## config.mk

```make
export PLATFORM = sky130hd
export DESIGN_NAME = ula_seq_ctrl_flat
export DESIGN_NICKNAME = d
export VERILOG_FILES = /design/src/rtl/ula_pkg.sv /design/src/rtl/ula_seq_ctrl_if.sv /design/src/rtl/ula_seq_ctrl.sv /design/src/flat_wrapper.sv
export SDC_FILE = /design/constraint.sdc
export NUM_CORES = 1
export LEC_CHECK = 0
export BUFFER_PORTS_ARGS = -buffer_cell sky130_fd_sc_hd__clkbuf_2
export CAP_MARGIN = 10
export CORE_AREA = 5 5 135 137
export DETAILED_ROUTE_END_ITERATION = 8
export DIE_AREA = 0 0 140 142
export SKIP_CTS_REPAIR_TIMING = 1
export SLEW_MARGIN = 20
export SYNTH_ARGS = -nofsm -noshare
export SYNTH_HDL_FRONTEND = slang
export SYNTH_SLANG_ARGS = --single-unit
```

## constraint.sdc

```tcl
create_clock -name clk -period 3.8 [get_ports clk]
set_input_delay 0.38 -clock clk [delete_from_list [all_inputs] [get_ports clk]]
set_output_delay 0.38 -clock clk [all_outputs]
set_load 0.005 [all_outputs]
```

## src/rtl/ula_pkg.sv

```systemverilog
// rtl/ula_pkg.sv - shared constants and types for the ULA sequencing controller
//
// Purpose: ULA control codes, controller opcodes, FSM state type and the
// default datapath width, plus a small opcode-classification helper.
// Ports: none (package).

package ula_pkg;

  localparam int WIDTH = 9;

  // ULAControl encodings understood by the combinational ULA
  localparam logic [2:0] ULA_AND = 3'b000;
  localparam logic [2:0] ULA_OR  = 3'b001;
  localparam logic [2:0] ULA_ADD = 3'b010;
  localparam logic [2:0] ULA_NOR = 3'b011;
  localparam logic [2:0] ULA_XOR = 3'b100;
  localparam logic [2:0] ULA_SUB = 3'b110;
  localparam logic [2:0] ULA_SLT = 3'b111;

  // Controller opcodes that are not a single ULA pass
  localparam logic [3:0] OP_MUL = 4'b1000;
  localparam logic [3:0] OP_DIV = 4'b1001;

  typedef enum logic [2:0] {
    S_IDLE,
    S_EXEC,
    S_MUL,
    S_DIV_CMP,
    S_DIV_SUB,
    S_RESP
  } state_t;

  // Opcodes 0000-0111 map straight onto ULAControl, except the hole at 0101.
  function automatic logic is_direct(input logic [3:0] op);
    return (op[3] == 1'b0) && (op[2:0] != 3'b101);
  endfunction

endpackage

```

## src/rtl/ula_seq_ctrl_if.sv

```systemverilog
// rtl/ula_seq_ctrl_if.sv - request/response handshake bundle for the ULA sequencer
//
// Purpose: groups the request and response valid/ready channels.
// Ports (signals):
//   req_valid/req_ready/req_op/req_a/req_b            request channel
//   resp_valid/resp_ready/resp_data/resp_aux/
//   resp_zero/resp_dbz/resp_err                       response channel
// Modports: master = requester/consumer side, slave = controller side.

interface ula_seq_ctrl_if #(
  parameter int WIDTH = 9
);

  logic             req_valid;
  logic             req_ready;
  logic [3:0]       req_op;
  logic [WIDTH-1:0] req_a;
  logic [WIDTH-1:0] req_b;

  logic             resp_valid;
  logic             resp_ready;
  logic [WIDTH-1:0] resp_data;
  logic [WIDTH-1:0] resp_aux;
  logic             resp_zero;
  logic             resp_dbz;
  logic             resp_err;

  modport master (
    output req_valid, req_op, req_a, req_b, resp_ready,
    input  req_ready, resp_valid, resp_data, resp_aux, resp_zero, resp_dbz, resp_err
  );

  modport slave (
    input  req_valid, req_op, req_a, req_b, resp_ready,
    output req_ready, resp_valid, resp_data, resp_aux, resp_zero, resp_dbz, resp_err
  );

endinterface

```

## src/rtl/ula_seq_ctrl.sv

```systemverilog
// rtl/ula_seq_ctrl.sv - sequencing initiator that drives the ULA and builds MUL/DIV
//
// Purpose: accepts one operation at a time, runs it on the external ULA
// (single pass, shift-add MUL, or restoring DIV) and presents the response.
// Ports:
//   clk, rst_n                 clock, asynchronous active-low reset
//   bus (slave)                request/response handshake bundle
//   ula_srca, ula_srcb         registered operands to the ULA
//   ula_ctrl                   registered ULAControl (never 101)
//   ula_result, ula_z          combinational ULA outputs

module ula_seq_ctrl
  import ula_pkg::*;
#(
  parameter int WIDTH = ula_pkg::WIDTH
) (
  input  logic             clk,
  input  logic             rst_n,
  ula_seq_ctrl_if.slave    bus,
  output logic [WIDTH-1:0] ula_srca,
  output logic [WIDTH-1:0] ula_srcb,
  output logic [2:0]       ula_ctrl,
  input  logic [WIDTH-1:0] ula_result,
  input  logic             ula_z
);

  localparam int           CW   = $clog2(WIDTH);
  localparam logic [CW-1:0] LAST = CW'(WIDTH - 1);

  state_t           state, state_d;
  logic [WIDTH-1:0] a_q, a_d;
  logic [WIDTH-1:0] b_q, b_d;
  logic [CW-1:0]    cnt, cnt_d;
  logic [WIDTH-1:0] rem, rem_d;
  logic [WIDTH-1:0] quo, quo_d;
  logic             ge, ge_d;

  logic             ready_q, ready_d;
  logic             valid_q, valid_d;
  logic [WIDTH-1:0] data_q, data_d;
  logic [WIDTH-1:0] aux_q, aux_d;
  logic             zero_q, zero_d;
  logic             dbz_q, dbz_d;
  logic             err_q, err_d;

  logic [WIDTH-1:0] srca_d, srcb_d;
  logic [2:0]       ctrl_d;

  logic [CW-1:0]    idx;     // dividend bit consumed this DIV iteration
  logic [CW-1:0]    nxt;     // next loop index
  logic [WIDTH-1:0] rem_s;   // shifted partial remainder
  logic [WIDTH-1:0] rem_n;   // remainder after the conditional subtract
  logic [WIDTH-1:0] quo_n;

  assign bus.req_ready  = ready_q;
  assign bus.resp_valid = valid_q;
  assign bus.resp_data  = data_q;
  assign bus.resp_aux   = aux_q;
  assign bus.resp_zero  = zero_q;
  assign bus.resp_dbz   = dbz_q;
  assign bus.resp_err   = err_q;

  always_ff @(posedge clk or negedge rst_n) begin
    if (!rst_n) begin
      state    <= S_IDLE;
      a_q      <= '0;
      b_q      <= '0;
      cnt      <= '0;
      rem      <= '0;
      quo      <= '0;
      ge       <= 1'b0;
      ready_q  <= 1'b0;
      valid_q  <= 1'b0;
      data_q   <= '0;
      aux_q    <= '0;
      zero_q   <= 1'b1;
      dbz_q    <= 1'b0;
      err_q    <= 1'b0;
      ula_srca <= '0;
      ula_srcb <= '0;
      ula_ctrl <= ULA_AND;
    end else begin
      state    <= state_d;
      a_q      <= a_d;
      b_q      <= b_d;
      cnt      <= cnt_d;
      rem      <= rem_d;
      quo      <= quo_d;
      ge       <= ge_d;
      ready_q  <= ready_d;
      valid_q  <= valid_d;
      data_q   <= data_d;
      aux_q    <= aux_d;
      zero_q   <= zero_d;
      dbz_q    <= dbz_d;
      err_q    <= err_d;
      ula_srca <= srca_d;
      ula_srcb <= srcb_d;
      ula_ctrl <= ctrl_d;
    end
  end

  // ULA inputs are registered, so each state computes the operands the ULA
  // must see in the *next* cycle. In MUL the ula_srca register doubles as the
  // running accumulator.
  always_comb begin
    state_d = state;
    a_d     = a_q;
    b_d     = b_q;
    cnt_d   = cnt;
    rem_d   = rem;
    quo_d   = quo;
    ge_d    = ge;
    data_d  = data_q;
    aux_d   = aux_q;
    zero_d  = zero_q;
    dbz_d   = dbz_q;
    err_d   = err_q;
    srca_d  = '0;
    srcb_d  = '0;
    ctrl_d  = ULA_AND;

    idx   = LAST - cnt;
    nxt   = cnt + CW'(1);
    rem_s = {rem[WIDTH-2:0], a_q[idx]};
    rem_n = ge ? ula_result : rem;
    quo_n = ge ? (quo | (WIDTH'(1) << idx)) : quo;

    case (state)
      S_IDLE: begin
        if (bus.req_valid && ready_q) begin
          a_d    = bus.req_a;
          b_d    = bus.req_b;
          cnt_d  = '0;
          rem_d  = '0;
          quo_d  = '0;
          ge_d   = 1'b0;
          data_d = '0;
          aux_d  = '0;
          zero_d = 1'b1;
          dbz_d  = 1'b0;
          err_d  = 1'b0;
          if (is_direct(bus.req_op)) begin
            state_d = S_EXEC;
            srca_d  = bus.req_a;
            srcb_d  = bus.req_b;
            ctrl_d  = bus.req_op[2:0];
          end else if (bus.req_op == OP_MUL) begin
            state_d = S_MUL;
            srca_d  = '0;
            srcb_d  = bus.req_b[0] ? bus.req_a : '0;
            ctrl_d  = ULA_ADD;
          end else if (bus.req_op == OP_DIV) begin
            if (bus.req_b == '0) begin
              state_d = S_RESP;
              data_d  = '1;
              aux_d   = bus.req_a;
              zero_d  = 1'b0;
              dbz_d   = 1'b1;
            end else begin
              state_d = S_DIV_CMP;
              srca_d  = {{(WIDTH-1){1'b0}}, bus.req_a[WIDTH-1]};
              srcb_d  = bus.req_b;
              ctrl_d  = ULA_SLT;
            end
          end else begin
            state_d = S_RESP;
            err_d   = 1'b1;
          end
        end
      end

      S_EXEC: begin
        data_d  = ula_result;
        zero_d  = ula_z;
        state_d = S_RESP;
      end

      S_MUL: begin
        if (cnt == LAST) begin
          data_d  = ula_result;
          zero_d  = (ula_result == '0);
          state_d = S_RESP;
        end else begin
          cnt_d  = nxt;
          srca_d = ula_result;
          srcb_d = b_q[nxt] ? (a_q << nxt) : '0;
          ctrl_d = ULA_ADD;
        end
      end

      S_DIV_CMP: begin
        // SLT gives 1 when rem_s < b, so "greater or equal" is its inverse
        ge_d    = ~ula_result[0];
        rem_d   = rem_s;
        srca_d  = rem_s;
        srcb_d  = b_q;
        ctrl_d  = ULA_SUB;
        state_d = S_DIV_SUB;
      end

      S_DIV_SUB: begin
        rem_d = rem_n;
        quo_d = quo_n;
        if (cnt == LAST) begin
          data_d  = quo_n;
          aux_d   = rem_n;
          zero_d  = (quo_n == '0);
          state_d = S_RESP;
        end else begin
          cnt_d   = nxt;
          srca_d  = {rem_n[WIDTH-2:0], a_q[idx - CW'(1)]};
          srcb_d  = b_q;
          ctrl_d  = ULA_SLT;
          state_d = S_DIV_CMP;
        end
      end

      S_RESP: begin
        if (bus.resp_ready) begin
          state_d = S_IDLE;
        end
      end

      default: state_d = S_IDLE;
    endcase

    ready_d = (state_d == S_IDLE);
    valid_d = (state_d == S_RESP);
  end

endmodule

```

## src/flat_wrapper.sv

```systemverilog
// flat-port wrapper written by rule: the top's interface ports become plain ports
module ula_seq_ctrl_flat import ula_pkg::*;
#(
  parameter int WIDTH = ula_pkg::WIDTH
)
  (clk, rst_n, ula_srca, ula_srcb, ula_ctrl, ula_result, ula_z, bus_req_valid, bus_req_op, bus_req_a, bus_req_b, bus_resp_ready, bus_req_ready, bus_resp_valid, bus_resp_data, bus_resp_aux, bus_resp_zero, bus_resp_dbz, bus_resp_err);
  ula_seq_ctrl_if #(.WIDTH(WIDTH)) bus_i ();
  input  logic clk;
  input  logic rst_n;
  output logic [WIDTH-1:0] ula_srca;
  output logic [WIDTH-1:0] ula_srcb;
  output logic [2:0] ula_ctrl;
  input  logic [WIDTH-1:0] ula_result;
  input  logic ula_z;
  input wire logic [$bits(bus_i.req_valid)-1:0] bus_req_valid;
  input wire logic [$bits(bus_i.req_op)-1:0] bus_req_op;
  input wire logic [$bits(bus_i.req_a)-1:0] bus_req_a;
  input wire logic [$bits(bus_i.req_b)-1:0] bus_req_b;
  input wire logic [$bits(bus_i.resp_ready)-1:0] bus_resp_ready;
  output wire logic [$bits(bus_i.req_ready)-1:0] bus_req_ready;
  output wire logic [$bits(bus_i.resp_valid)-1:0] bus_resp_valid;
  output wire logic [$bits(bus_i.resp_data)-1:0] bus_resp_data;
  output wire logic [$bits(bus_i.resp_aux)-1:0] bus_resp_aux;
  output wire logic [$bits(bus_i.resp_zero)-1:0] bus_resp_zero;
  output wire logic [$bits(bus_i.resp_dbz)-1:0] bus_resp_dbz;
  output wire logic [$bits(bus_i.resp_err)-1:0] bus_resp_err;
  assign bus_i.req_valid = bus_req_valid;
  assign bus_i.req_op = bus_req_op;
  assign bus_i.req_a = bus_req_a;
  assign bus_i.req_b = bus_req_b;
  assign bus_i.resp_ready = bus_resp_ready;
  assign bus_req_ready = bus_i.req_ready;
  assign bus_resp_valid = bus_i.resp_valid;
  assign bus_resp_data = bus_i.resp_data;
  assign bus_resp_aux = bus_i.resp_aux;
  assign bus_resp_zero = bus_i.resp_zero;
  assign bus_resp_dbz = bus_i.resp_dbz;
  assign bus_resp_err = bus_i.resp_err;
  ula_seq_ctrl #(.WIDTH(WIDTH)) u_core (.clk(clk), .rst_n(rst_n), .bus(bus_i), .ula_srca(ula_srca), .ula_srcb(ula_srcb), .ula_ctrl(ula_ctrl), .ula_result(ula_result), .ula_z(ula_z));
endmodule
```

==> results of run 1 <==
-- placed cells by master, fill, tap and decap left out, drive strengths merged, types with 6 or more instances in the layout --
master	n
a21oi	40
a221o	18
a222oi	7
buf	6
clkbuf	88
dfrtp	87
ha	6
inv	9
mux2i	22
nand2	88
nand3	10
nor2	59
nor3	8
o21ai	35
o31ai	6
xnor2	7
-- metal layers --
| layer | global-route usage (%) | up-vias | part of all wire, % |
|---|---|---|---|
| met5 | 0 | - | 0 |
| met4 | 6.07 | 0 | 2.8 |
| met3 | 2.39 | 24 | 5.2 |
| met2 | 22.5 | 159 | 47 |
| met1 | 20.9 | 2063 | 45 |
| li1 | - | 2002 | - |
-- cells by family after synthesis --
group,Yosys count,share of synthesized area (%)
buffers and inverters,32,2.66
adder cells (fa/ha/maj),6,1.58
flip-flops,88,46.4
AND/OR/NAND/NOR,203,19.5
multiplexers,30,7.71
AO/OA/AOI/OAI,143,20.5
XOR/XNOR,9,1.66
-- power by group through the flow --
| stage | clock [W] | sequential, W | combinational [W] |
|---|---|---|---|
| global route | 0.00100 | 0.00179 | 0.00253 |
| finish | 0.000951 | 0.00174 | 0.00227 |
| floorplan | 0 | 0.00159 | 0.00167 |
| CTS | 0.000966 | 0.00173 | 0.00227 |
| detailed placement | 0 | 0.00174 | 0.00226 |
| global placement | 0 | 0.00174 | 0.00225 |
-- flip-flops by register name, summed over array words and instances (netlist names) --
signal and flops:
u_core.bus.resp_dbz 1, u_core.bus.resp_data 9, u_core.bus.resp_aux 9, u_core.ge 1, u_core.b_q 9, u_core.ula_srca 9
u_core.bus.resp_valid 1, u_core.bus.resp_zero 1, u_core.ula_srcb 9, u_core.cnt 4, u_core.bus.resp_err 1, u_core.state 3
u_core.quo 9, u_core.a_q 9, u_core.bus.req_ready 1, u_core.rem 9, u_core.ula_ctrl 3
-- critical path: cells and delay by family, from the launching register on --
family | cells | cell delay (ns)
adder cells (fa/ha/maj) | 1 | 0.33
buffers and inverters | 1 | 0.18
AND/OR/NAND/NOR | 4 | 1.06
AO/OA/AOI/OAI | 2 | 0.69
flip-flops | 1 | 0.48
-- how the worst max path moves through the flow --
stage / start / endpoint / slack (ns) / cells after the start
after global routing: u_core.cnt[1] / u_core.bus.resp_aux[7] / 0.68 / 8
final: u_core.cnt[1] / u_core.ula_srcb[8] / 0.92 / 8
after CTS: u_core.cnt[1] / u_core.bus.resp_aux[6] / 0.97 / 7
after floorplan: u_core.cnt[0] / u_core.ula_srca[0] / 1.13 / 10
after detailed placement: u_core.cnt[1] / u_core.bus.resp_aux[6] / 0.97 / 7
after global placement: u_core.cnt[1] / u_core.ula_srcb[8] / 1.05 / 8
-- synthesized netlist by cell type, types with 6 or more instances --
cell and count:
dfrtp_1 87, o31ai_1 6, xnor2_1 7, nand2_1 88, nand3_1 9, ha_1 6, o21ai_0 33, clkbuf_1 16
a221o_1 18, inv_1 6, nor2_1 58, a222oi_1 7, mux2i_1 22, nor3_1 7, a21oi_1 40
-- final cells by class --
class | instances | area share, %
inverters | 8 | 0.527
multi-input cells | 391 | 42.6
repair buffers | 84 | 7.71
well taps | 225 | 4.94
clock buffers | 10 | 4.20
clock inverters | 6 | 1.32
flip-flops and latches | 88 | 38.7
-- through the flow --
step                      setup WS, ns  util [%]  cells  instance area, µm²  hold slack (ns)
after floorplan                   1.13         -    511                4750           0.0844
after global routing             0.677      33.6    812                5700            0.141
after global placement            1.05      31.8    796                5380            0.474
final                            0.917      33.6    812                5700           0.0676
after CTS                        0.970      33.6    812                5690            0.247
after detailed placement         0.973      31.8    796                5380            0.468
==> impl_metrics.sql, run 1 <==
INSERT INTO impl_metrics (metric_group, metric, value, unit) VALUES
('global_routing', 'gr-usage-all-layers', '14.7', '%'),
('setup_path', 'worstPathArrival', '3.09', 'ns'),
('logic_synthesis', 'yosysWarningCount', '0', ''),
('pwr', 'power_frac_seq', '35.0', '%'),
('pwr', 'p_int', '0.00287', 'W'),
('placement', 'port_buffers', '79', ''),
('logic_synthesis', 'synth_cell_types', '60', ''),
('logic_synthesis', 'mappedNetlistNets', '553', ''),
('logic_synthesis', 'mappedNetlistArea', '4750', 'µm²'),
('min_path', 'worstHoldPathType', 'input port to asynchronous set/reset pin', ''),
('floorplanning', 'die_w', '140', 'µm'),
('logic_synthesis', 'synthesis.area_per_instance', '9.30', 'µm²'),
('setup_path', 'regToRegSetupSlack', '0.92', 'ns'),
('global_routing', 'number_of_antenna_violations_at_the_first_check_in_global_routing', '0', ''),
('sta', 'clock.fmax', '347', 'MHz'),
('pwr', 'switching_component_of_the_power', '0.00210', 'W'),
('setup_path', 'timing.critical_path.cells', 'inv_1 > ha_1 > nand2b_1 > or2_1 > nand2_1 > nand2_1 > a221oi_1 > o21ai_0', ''),
('setup_path', 'crit-reg2reg-capture', 'u_core.ula_srcb[8]', ''),
('cts', 'root_buffer', 'clkbuf_16', ''),
('logic_synthesis', 'async_flop_share', '100', '%'),
('floorplanning', 'num_io_pins', '80', ''),
('global_routing', 'grt_pass1_vias', '4140', ''),
('pwr', 'power-per-cell-area', '871', 'nW/µm²'),
('flow_run', 'timing.max_cap.violations', '0', ''),
('global_routing', 'grt_start_max_net_pins', '80', ''),
('cells_and_area', 'seqCellArea', '2200', 'µm²'),
('cells_and_area', 'syn2layout_area_growth', '19.9', '%'),
('logic_synthesis', 'yosysTopAreaCellShare', '45.8', '%'),
('setup_path', 'critical_path.endpoint_type', 'flop', ''),
('detailed_routing', 'drt_first_iter_violations', '479', ''),
('sta', 'fin_setup_tns', '0', 'ns'),
('sta', 'fin_hold_viols', '0', ''),
('cells_and_area', 'finish.net_count', '624', ''),
('cts', 'number_of_cts_inserted_buffers', '9', ''),
('logic_synthesis', 'netlist_top_cells_area', 'dfrtp_1, nand2_1, mux2i_1, nor2_1, a21oi_1', ''),
('floorplanning', 'chipHeight', '142', 'µm'),
('pwr', 'p_sw_share', '42.3', '%'),
('cells_and_area', 'fillCellCount', '1801', ''),
('pwr', 'irDropWorstVdd', '0.296', 'mV'),
('detailed_routing', 'route.final.wire_length', '14800', 'µm'),
('cts', 'clock_latency', '0.35', 'ns'),
('status', 'run_status', 'completed', ''),
('logic_synthesis', 'synth_seq_cells', '88', ''),
('setup_path', 'reg2reg_from', 'u_core.cnt[1]', ''),
('setup_path', 'critical_path_class', 'flop to flop', ''),
('cts', 'tritoncts', 'built', ''),
('sta', 'finalSetupViolations', '0', ''),
('floorplanning', 'effective_utilization_at_floorplan', '28.1', '%'),
('placement', 'hpwlAfterDp', '10800', 'µm'),
('pwr', 'share_comb_of_total_power', '45.8', '%'),
('sta', 'drv_slew', '0', ''),
('pwr', 'post-layout-total-power', '0.00496', 'W'),
('global_routing', 'grt_pass1_wl', '23300', 'µm'),
('cts', 'cts_max_level', '3', ''),
('logic_synthesis', 'synth_enable_flop_cells', '0', ''),
('cells_and_area', 'multi_input_area', '2430', 'µm²'),
('sta', 'max_slew_margin', '37.9', '%'),
('logic_synthesis', 'synth_top_cell_by_area', 'dfrtp_1', ''),
('placement', 'place.gp.congestion', '0.846', ''),
('setup_path', 'cpPeakStageDelay', '0.53', 'ns'),
('sta', 'clock-skew-final', '0.00870', 'ns'),
('cts', 'clkTransAtPathRegs', '0.07', 'ns'),
('setup_path', 'cp_max_fo', '9', ''),
('detailed_routing', 'routed_via_density', '5.23', ''),
('cts', 'cts_num_sinks', '88', ''),
('cells_and_area', 'layout-drive-gt1-share', '20.4', '%'),
('setup_path', 'reg2regPathDepth', '8', ''),
('sta', 'period_share', '75.9', '%'),
('floorplanning', 'area_of_the_die', '19900', 'µm²'),
('detailed_routing', 'drc', '0', ''),
('detailed_routing', 'first_pass_iters', '8', '');
(Power assumes the default switching activity.)
==> run 2: changes to the inputs <==
--- a/config.mk
+++ b/config.mk
@@ -5,11 +5,12 @@
 export SDC_FILE = /design/constraint.sdc
 export NUM_CORES = 1
 export LEC_CHECK = 0
+export ABC_AREA = 1
 export BUFFER_PORTS_ARGS = -buffer_cell sky130_fd_sc_hd__clkbuf_2
 export CAP_MARGIN = 10
-export CORE_AREA = 5 5 135 137
+export CORE_AREA = 5 5 137 139
 export DETAILED_ROUTE_END_ITERATION = 8
-export DIE_AREA = 0 0 140 142
+export DIE_AREA = 0 0 142 144
 export SKIP_CTS_REPAIR_TIMING = 1
 export SLEW_MARGIN = 20
 export SYNTH_ARGS = -nofsm -noshare
==> constraint.sdc (replaced) <==
create_clock -name clk -period 2.7 [get_ports clk]
set_input_delay 0.27 -clock clk [delete_from_list [all_inputs] [get_ports clk]]
set_output_delay 0.27 -clock clk [all_outputs]
set_load 0.005 [all_outputs]
==> impl_metrics.sql, run 2 <==
INSERT INTO impl_metrics (metric_group, metric, value, unit) VALUES
('min_path', 'worstHoldPathType', 'input port to flop', ''),
('global_routing', 'gr-usage-all-layers', '16.1', '%'),
('detailed_routing', 'route.final.wire_length', '16000', 'µm'),
('sta', 'layout_min_cycle_time', '2.35', 'ns'),
('cts', 'clock_path_buffers', '2', ''),
('cells_and_area', 'fillCellCount', '1951', ''),
('sta', 'fin_hold_viols', '0', ''),
('cells_and_area', 'leading_cell_types_in_the_layout_fill_and_taps_excluded', 'nand2_1, nor2_1, dfrtp_1, clkbuf_2, inv_1', ''),
('sta', 'fin_setup_tns', '0', 'ns'),
('cells_and_area', 'seqCellArea', '2200', 'µm²'),
('cts', 'cts_num_sinks', '88', ''),
('cells_and_area', 'finish.net_count', '780', ''),
('cells_and_area', 'multi_input_area', '2280', 'µm²'),
('setup_path', 'critical_path.endpoint_type', 'flop', ''),
('floorplanning', 'rows', '49', ''),
('floorplanning', 'chipHeight', '144', 'µm'),
('floorplanning', 'die_w', '142', 'µm'),
('global_routing', 'grt_start_max_net_pins', '48', ''),
('pwr', 'p_leak', '2.91', 'nW'),
('sta', 'clock.fmax', '426', 'MHz'),
('logic_synthesis', 'synth_cell_types', '41', ''),
('sta', 'worst_pin_slew', '0.704', 'ns'),
('cells_and_area', 'final_core_util', '33.2', '%'),
('logic_synthesis', 'share_of_the_synthesized_area_in_compound_gates_ao_oa_aoi_oai', '15.8', '%'),
('global_routing', 'grt_pass1_wl', '25600', 'µm'),
('setup_path', 'path_delay_family', 'buffers and inverters', ''),
('detailed_routing', 'routed_via_density', '4.86', ''),
('cts', 'tritoncts', 'built', ''),
('cts', 'clock_latency', '0.35', 'ns'),
('setup_path', 'cp_max_fo', '16', ''),
('global_routing', 'grt_pass1_vias', '4632', ''),
('pwr', 'post-layout-total-power', '0.00726', 'W'),
('setup_path', 'cpPeakStageDelay', '0.49', 'ns'),
('floorplanning', 'area_of_the_die', '20400', 'µm²'),
('placement', 'port_buffers', '79', ''),
('cells_and_area', 'num_antenna_cells', '0', ''),
('setup_path', 'critical_path_class', 'flop to flop', ''),
('setup_path', 'worst_setup_path_start_kind', 'flop', ''),
('status', 'run_status', 'completed', ''),
('setup_path', 'timing.critical_path.cells', 'inv_1 > ha_1 > inv_1 > a21oi_1 > o21ai_1 > nand2_1 > nand2_1 > o21ai_1 > nand2_1 > inv_1 > nand2_1 > o211ai_1', ''),
('floorplanning', 'num_io_pins', '80', ''),
('detailed_routing', 'drc', '0', ''),
('placement', 'place.gp.congestion', '0.931', ''),
('logic_synthesis', 'post_synth_adder_cell_area', '1.52', '%'),
('logic_synthesis', 'yosysWarningCount', '0', ''),
('sta', 'finalSetupViolations', '0', ''),
('logic_synthesis', 'netlist_top_cells_area', 'dfrtp_1, nand2_1, nor2_1, inv_1, o21ai_0', ''),
('floorplanning', 'area_of_the_core_region', '17500', 'µm²'),
('cts', 'clkTransAtPathRegs', '0.06', 'ns'),
('cts', 'number_of_cts_inserted_buffers', '9', ''),
('placement', 'hpwlAfterDp', '12200', 'µm'),
('logic_synthesis', 'synth_simple_gate_area_share', '28.5', '%'),
('cells_and_area', 'layout.cells.non_filler', '972', ''),
('detailed_routing', 'per_cell_routed_wire_length', '16.4', 'µm'),
('sta', 'max_slew_margin', '52.7', '%'),
('setup_path', 'data_required_time_at_the_worst_endpoint', '2.95', 'ns'),
('logic_synthesis', 'synth_top_family_by_area', 'simple AND/OR/NAND/NOR gates', ''),
('cts', 'cts_max_level', '3', ''),
('logic_synthesis', 'synthTopCellsByCount', 'nand2_1, nor2_1, dfrtp_1', ''),
('cts', 'root_buffer', 'clkbuf_16', ''),
('setup_path', 'worstPathArrival', '2.60', 'ns'),
('setup_path', 'critical_path.most_common_cell', 'nand2_1', ''),
('setup_path', 'critPathBufInv', '3', ''),
('logic_synthesis', 'mappedNetlistArea', '4930', 'µm²'),
('logic_synthesis', 'synth_seq_cells', '88', ''),
('cells_and_area', 'mostFrequentLayoutCell', 'nand2_1', ''),
('logic_synthesis', 'synth.most_common_cell', 'nand2_1', ''),
('detailed_routing', 'routed-via-count', '4726', ''),
('detailed_routing', 'drt_first_iter_violations', '407', ''),
('logic_synthesis', 'synth_top_cell_by_area', 'dfrtp_1', ''),
('logic_synthesis', 'async_flop_share', '100', '%'),
('sta', 'grt_setup_unrepaired', 'no', ''),
('pwr', 'power-per-cell-area', '1250', 'nW/µm²'),
('detailed_routing', 'first_pass_iters', '5', ''),
('logic_synthesis', 'synth_enable_flop_cells', '0', ''),
('pwr', 'irDropWorstVdd', '0.487', 'mV'),
('logic_synthesis', 'yosysTopAreaCellShare', '44.2', '%'),
('logic_synthesis', 'synth_flop_cell', 'dfrtp_1', ''),
('global_routing', 'overflow', '0', ''),
('logic_synthesis', 'synthesis.area_per_instance', '7.44', 'µm²'),
('cells_and_area', 'layout-drive-gt1-share', '17.5', '%'),
('logic_synthesis', 'post_synth_xor_area_fraction', '0.507', '%'),
('logic_synthesis', 'post_synth_mux_area_share', '0', '%'),
('detailed_routing', 'route.antenna.remaining_nets', '0', ''),
('placement', 'dp_cells', '955', ''),
('floorplanning', 'effective_utilization_at_floorplan', '28.1', '%'),
('sta', 'period_share', '87.0', '%'),
('sta', 'holdWs', '0.169', 'ns'),
('logic_synthesis', 'synth_sequential_area_ratio', '44.7', '%'),
('logic_synthesis', 'mappedNetlistNets', '705', ''),
('sta', 'clock-skew-final', '0.0104', 'ns'),
('sta', 'drv_slew', '0', ''),
('global_routing', 'number_of_antenna_violations_at_the_first_check_in_global_routing', '0', ''),
('logic_synthesis', 'synthCells', '663', ''),
('setup_path', 'critical_path.slowest_cell', 'ha_1', ''),
('flow_run', 'timing.max_cap.violations', '0', ''),
('cells_and_area', 'syn2layout_area_growth', '18.1', '%');
[run 2: metrics by stage]
step / cell area (µm²) / worst slack (ns)
2_1_floorplan: 4930 / 0.643
3_3_place_gp: 5550 / 0.474
3_5_place_dp: 5550 / 0.457
4_1_cts: 5820 / 0.417
5_1_grt: 5830 / 0.101
6_report: 5830 / 0.352
[run 2: kinds of logic (layout without fill, tap and decap cells)]
family,count (synthesis),after routing
AO/OA/AOI/OAI,134,134
XOR/XNOR,2,2
buffers and inverters,105,185
adder cells (fa/ha/maj),6,6
AND/OR/NAND/NOR,328,328
flip-flops,88,88
[run 2: area by class of cell]
class                      instances  area share, %
tap                              229           4.92
sequential                        88           37.8
inverter                          84           5.58
clock inverter                     3          0.344
multi-input combinational        470           39.2
clock buffer                      13           4.30
timing repair buffer              85           7.86
[run 2: worst reg2reg max path: cells and delay by family (launching register included)]
family | cells | cell delay [ns]
fa+ha+maj | 1 | 0.49
buf+inv | 3 | 0.56
compound gates | 4 | 0.49
simple gates | 4 | 0.26
flops | 1 | 0.43
[run 2: path summary, 6_finish.rpt]
path | startpoint | end | slack [ns] | depth (start not counted)
max | u_core.cnt[1] | u_core.ula_srcb[6] | 0.35 | 12
min | bus_req_b[4] | u_core.b_q[4] | 0.17 | 3
max reg2reg | u_core.cnt[1] | u_core.ula_srcb[6] | 0.35 | 12
min reg2reg | u_core.bus.resp_zero | u_core.bus.resp_zero | 0.48 | 2
max in group asynchronous | rst_n | u_core.bus.resp_zero | 1.50 | 3
min in group asynchronous | rst_n | u_core.b_q[1] | 0.46 | 2
[run 2: where the power goes]
group | switching (W) | internal (W) | total (W)
Combinational | 0.00251 | 0.00126 | 0.00377
Sequential | 0.000382 | 0.00193 | 0.00231
Clock | 0.000526 | 0.000649 | 0.00117
[run 2: layer usage]
layer | global-route usage, % | wire, µm | share of wire [%] | vias up
li1 | - | - | - | 2313
met1 | 21.7 | 7370 | 46 | 2226
met2 | 25.4 | 7250 | 45 | 169
met3 | 5.03 | 1120 | 7.0 | 18
met4 | 3.89 | 229 | 1.4 | 0
met5 | 0 | 0 | 0 | -
